`config.mk`:
```
export PLATFORM = sky130hd
export DESIGN_NAME = serial_parity_framer
export DESIGN_NICKNAME = d
export VERILOG_FILES = /design/src/rtl/parity_pkg.sv /design/src/rtl/serial_parity_framer.sv
export SDC_FILE = /design/constraint.sdc
export NUM_CORES = 1
export LEC_CHECK = 0
export CAP_MARGIN = 20
export CORE_MARGIN = 5
export CORE_UTILIZATION = 51
export CTS_BUF_LIST = sky130_fd_sc_hd__clkbuf_8
export DETAILED_ROUTE_END_ITERATION = 10
export PLACE_DENSITY = 0.8
export SKIP_CTS_REPAIR_TIMING = 1
export SLEW_MARGIN = 20
export SYNTH_ARGS = -nofsm -noshare
export SYNTH_HDL_FRONTEND = slang
export SYNTH_SLANG_ARGS = --single-unit
```
`constraint.sdc`:
```
create_clock -name clk -period 1.5 [get_ports clk]
set_clock_uncertainty 0.1 [all_clocks]
set_input_delay 0.3 -clock clk [delete_from_list [all_inputs] [get_ports clk]]
set_output_delay 0.3 -clock clk [all_outputs]
set_load 0.02 [all_outputs]
```
`src/rtl/parity_pkg.sv`:
```
// Shared definitions for the serial parity framer and its downstream checker.
package parity_pkg;

    typedef enum logic [1:0] {
        IDLE,
        DATA,
        PARITY
    } framer_state_t;

    localparam logic PAR_EVEN = 1'b0;
    localparam logic PAR_ODD  = 1'b1;

endpackage

```
`src/rtl/serial_parity_framer.sv`:
```
// Serialises a parallel word LSB first over a valid/ready handshake and
// appends one generated even/odd parity bit after the data bits.
module serial_parity_framer
    import parity_pkg::*;
#(
    parameter int unsigned DATA_W     = 8,
    parameter bit          PARITY_ODD = PAR_EVEN
) (
    input  logic              clk,
    input  logic              rst_n,
    input  logic [DATA_W-1:0] din,
    input  logic              din_valid,
    output logic              din_ready,
    output logic              x,
    output logic              x_valid,
    output logic              x_first,
    output logic              x_last,
    output logic              busy
);

    localparam int unsigned     CNT_W    = $clog2(DATA_W);
    localparam logic [CNT_W-1:0] CNT_LAST = CNT_W'(DATA_W - 1);

    framer_state_t     state_q, state_d;
    logic [DATA_W-1:0] shreg_q, shreg_d;
    logic [CNT_W-1:0]  cnt_q, cnt_d;
    logic              par_q, par_d;
    logic              accept;

    logic x_d, x_valid_d, x_first_d, x_last_d, busy_d, din_ready_d;

    assign accept = din_valid & din_ready;

    always_comb begin
        state_d = state_q;
        shreg_d = shreg_q;
        cnt_d   = cnt_q;
        par_d   = par_q;
        case (state_q)
            IDLE, PARITY: begin
                if (accept) begin
                    state_d = DATA;
                    shreg_d = din;
                    cnt_d   = '0;
                    par_d   = PARITY_ODD;
                end else begin
                    state_d = IDLE;
                end
            end
            DATA: begin
                shreg_d = shreg_q >> 1;
                par_d   = par_q ^ shreg_q[0];
                if (cnt_q == CNT_LAST) begin
                    // Counter holds at its terminal value rather than wrapping.
                    state_d = PARITY;
                end else begin
                    cnt_d = cnt_q + 1'b1;
                end
            end
            default: state_d = IDLE;
        endcase
    end

    // Outputs are registered from the next-state values so they line up with the state they describe.
    always_comb begin
        x_d         = 1'b0;
        x_valid_d   = 1'b0;
        x_first_d   = 1'b0;
        x_last_d    = 1'b0;
        busy_d      = (state_d != IDLE);
        din_ready_d = (state_d != DATA);
        case (state_d)
            DATA: begin
                x_d       = shreg_d[0];
                x_valid_d = 1'b1;
                x_first_d = (cnt_d == '0);
            end
            PARITY: begin
                x_d       = par_d;
                x_valid_d = 1'b1;
                x_last_d  = 1'b1;
            end
            default: ;
        endcase
    end

    always_ff @(posedge clk or negedge rst_n) begin
        if (!rst_n) begin
            state_q   <= IDLE;
            shreg_q   <= '0;
            cnt_q     <= '0;
            par_q     <= 1'b0;
            x         <= 1'b0;
            x_valid   <= 1'b0;
            x_first   <= 1'b0;
            x_last    <= 1'b0;
            busy      <= 1'b0;
            din_ready <= 1'b0;
        end else begin
            state_q   <= state_d;
            shreg_q   <= shreg_d;
            cnt_q     <= cnt_d;
            par_q     <= par_d;
            x         <= x_d;
            x_valid   <= x_valid_d;
            x_first   <= x_first_d;
            x_last    <= x_last_d;
            busy      <= busy_d;
            din_ready <= din_ready_d;
        end
    end

endmodule

```
==> summary.txt, run 1 <==
Worst setup path
  • Slowest cell on crit path: dfrtp_1
  • CP max stage delay: 0.40 ns
  • Critical path arrival: 1.42 ns
  • Setup CP Type: register to register
  • Top delay family on crit path: flip-flops
  • CP endpoint kind: register
  • CP max FO: 5
  • Crit start category: register
  • Bufs and invs on worst path: 0
  • Critical Path RT: 1.54 ns
  • Critical Path, Cell by Cell: ha_1 > nand2_1 > a21oi_2 > mux2_2

Power and ir drop
  • Sw power: 846 uW
  • Flop pwr share: 39.0%
  • Cell Int Power: 1480 uW
  • Gate power share: 46.3%
  • Leak pwr: 0.000544 uW
  • PwrDens: 2170 mW/mm^2
  • Maximum vdd drop: 1150 uV
  • Clk pwr share: 14.7%
  • Net Sw Frac: 36.3%

Cells and area
  • Reg area: 475 um^2
  • Synth-to-Final Area Change: 31.9%
  • ANT cells: 0
  • Commonest non-fill, non-tap cell in the layout: dfrtp_1
  • # fillers: 110
  • Top reg by flops: shreg_q
  • Most frequent cells in the layout: dfrtp_1, nor2_1, clkdlybuf4s50_1
  • Layout Nets: 110
  • Biggest regs: shreg_q (8), cnt_q (3), state_q (2)
  • Max reg flops: 8
  • Multi-input gate area: 298 um^2
  • Layout cell share with drive strength beyond 1: 13.4%
  • Finished Layout Cells: 113

Timing
  • Worst hold slack: 0.276 ns
  • Tmin final: 1.39 ns
  • Final setup vio count: 0
  • Slew Viols, Final: 0
  • Tightest Pin Transition: 0.301 ns
  • Slew HR: 79.9%
  • RSZ-0062 raised after global routing: false
  • Final hold viol count: 0
  • FMAX: 0.721 GHz
  • Period utilization: 92.4%

Logic synthesis
  • Synthesized cell area: 812 um^2
  • Post-Synth XOR/XNOR Area: 2.16%
  • Number of synthesized flops with an enable pin: 0
  • Simple-gate share of the synthesized area: 18.3%
  • Synth async-reset ratio: 100%
  • Yosys cell types: 27
  • Seq/Total Area, Yosys: 58.6%
  • Gate Count Post-Synth: 75
  • Compound-cell area share of the yosys netlist: 12.0%
  • Synth warn: 0
  • Largest family of logic cells by synthesized area: simple AND/OR/NAND/NOR gates
  • Avg Cell Area, Syn: 10.8 um^2
  • Prevailing post-synth register cell: dfrtp_1
  • #FFs+latches synth: 19
  • Synth Net Count: 87
  • Mux cell area share after synthesis: 2.62%
  • Post-Synth Adder-Cell Area: 1.54%

Drt
  • TritonRoute pass-1 iters: 4
  • Routed vias: 614
  • Wirelength per Cell: 14.4 um
  • Initial DRC count: 10
  • Via-to-Cell Ratio: 5.43
  • Total Wirelength: 1630 um
  • DRC: 0
  • ANT nets after route: 0

Clocking
  • CTS buffer count: 3
  • H-tree Lvls: 1
  • CTS sink count: 19
  • Root buf cell: clkbuf_8
  • CTS Buffer Depth: 2
  • CTS clk-pin slew, worst paths: 0.07 ns
  • Worst-skew pair later-pin latency: 0.25 ns
  • CTS tree: built

Global route
  • Largest net degree at the start of global routing: 20
  • Grt ovf: 0
  • Total track usage: 14.3%
  • Number of global-route vias before repair: 622
  • Met1 Use GR: 18.6%
  • Met2 usage: 22.2%
  • Met3 Usage GRT: 2.71%
  • Gr busiest metal: met2
  • Initial antenna violation count: 0
  • First-pass GRT wire length: 2730 um

Placement
  • Count of input and output buffers: 16
  • GP Congestion: 0.793
  • DP Wirelength: 1230 um
  • Placed Cells: 109

Die
  • Die X: 49.9 um
  • Core ar.: 0.00151 mm^2
  • I/O pin count: 17
  • Die Y-Extent: 49.9 um
  • Row cnt: 14
  • Die ar.: 0.00249 mm^2
  • Starting Density: 53.9%

Job
  • Max cap viols: 0

Worst hold path
  • Worst min path class: primary input to async pin

Outcome
  • Outcome: complete, no violations
-- path summary, 6_finish.rpt --
kind / cells past startpoint / start / slack (ns) / end
max: 4 / cnt_q[0]$_DFF_PN0_ / 0.11 / cnt_q[0]$_DFF_PN0_
min: 2 / rst_n / 0.28 / shreg_q[4]$_DFFE_PN0P_
max reg2reg: 4 / cnt_q[0]$_DFF_PN0_ / 0.11 / cnt_q[0]$_DFF_PN0_
min reg2reg: 2 / shreg_q[7]$_DFFE_PN0P_ / 0.41 / shreg_q[7]$_DFFE_PN0P_
max in group asynchronous: 2 / rst_n / 0.83 / cnt_q[2]$_DFF_PN0_
min in group clk: 2 / shreg_q[7]$_DFFE_PN0P_ / 0.41 / shreg_q[7]$_DFFE_PN0P_
-- per-layer routing --
metal  part of all wire, %  vias to the layer above  wire [um]
met2                    49                        9        796
met3                   2.9                        2         47
met1                    47                      297        767
li1                      -                      306          -
met4                  0.86                        0         14
met5                     0                        -          0
-- cell usage after synthesis (2+ instances only) --
cell type	instances	area, um^2
dfrtp_1	19	475
nor3_1	7	35.0
nor2_1	10	37.5
nand2_1	5	18.8
xnor2_1	2	17.5
inv_1	3	11.3
nor2b_1	2	12.5
o22ai_1	6	37.5
a21oi_1	3	15.0
-- per-stage QoR --
stage          utilization, %  worst slack (ns)  instance area, um^2  total power [uW]  setup TNS (ns)
2_1_floorplan               -             0.104                  812              1640               0
3_3_place_gp             67.0            -0.122                 1010              1960          -0.584
4_1_cts                  70.1            -0.160                 1060              2360          -0.649
5_1_grt                  71.1            0.0428                 1070              2510               0
3_5_place_dp             67.0            -0.145                 1010              2010          -0.894
6_report                 71.1             0.113                 1070              2330               0
-- area by class of cell --
class	instances	area share, %
inverters	3	1.05
clock inverters	1	0.467
clock buffers	3	3.86
flip-flops and latches	19	44.4
repair buffers	22	20.6
well taps	16	1.87
multi-input cells	49	27.8
-- power groups by stage --
stage | clock (uW) | combinational, uW | sequential [uW]
after CTS | 354 | 1100 | 910
after detailed placement | 0 | 1090 | 921
after global routing | 380 | 1190 | 940
after floorplan | 0 | 693 | 946
final | 343 | 1080 | 907
after global placement | 0 | 1060 | 908
-- cell families after synthesis --
group	Yosys count
flops	19
compound gates	14
fa+ha+maj	1
buf+inv	7
simple gates	30
mux	2
xor+xnor	2
Note: power is estimated with default switching activity, not from simulation.
==> inputs of run 2 (changes only) <==
--- a/config.mk
+++ b/config.mk
@@ -5,7 +5,6 @@
 export SDC_FILE = /design/constraint.sdc
 export NUM_CORES = 1
 export LEC_CHECK = 0
-export CAP_MARGIN = 20
 export CORE_MARGIN = 5
 export CORE_UTILIZATION = 51
 export CTS_BUF_LIST = sky130_fd_sc_hd__clkbuf_8
==> results of run 2 <==
The final DEF is identical to that of run 1; final timing and power are the same.
==> inputs of run 3 (changes only) <==
--- a/config.mk
+++ b/config.mk
@@ -9,6 +9,7 @@
 export CORE_UTILIZATION = 51
 export CTS_BUF_LIST = sky130_fd_sc_hd__clkbuf_8
 export DETAILED_ROUTE_END_ITERATION = 10
+export HOLD_SLACK_MARGIN = 0.1
 export PLACE_DENSITY = 0.8
 export SKIP_CTS_REPAIR_TIMING = 1
 export SLEW_MARGIN = 20
==> results of run 3 <==
The final DEF is identical to that of run 1; final timing and power are the same.
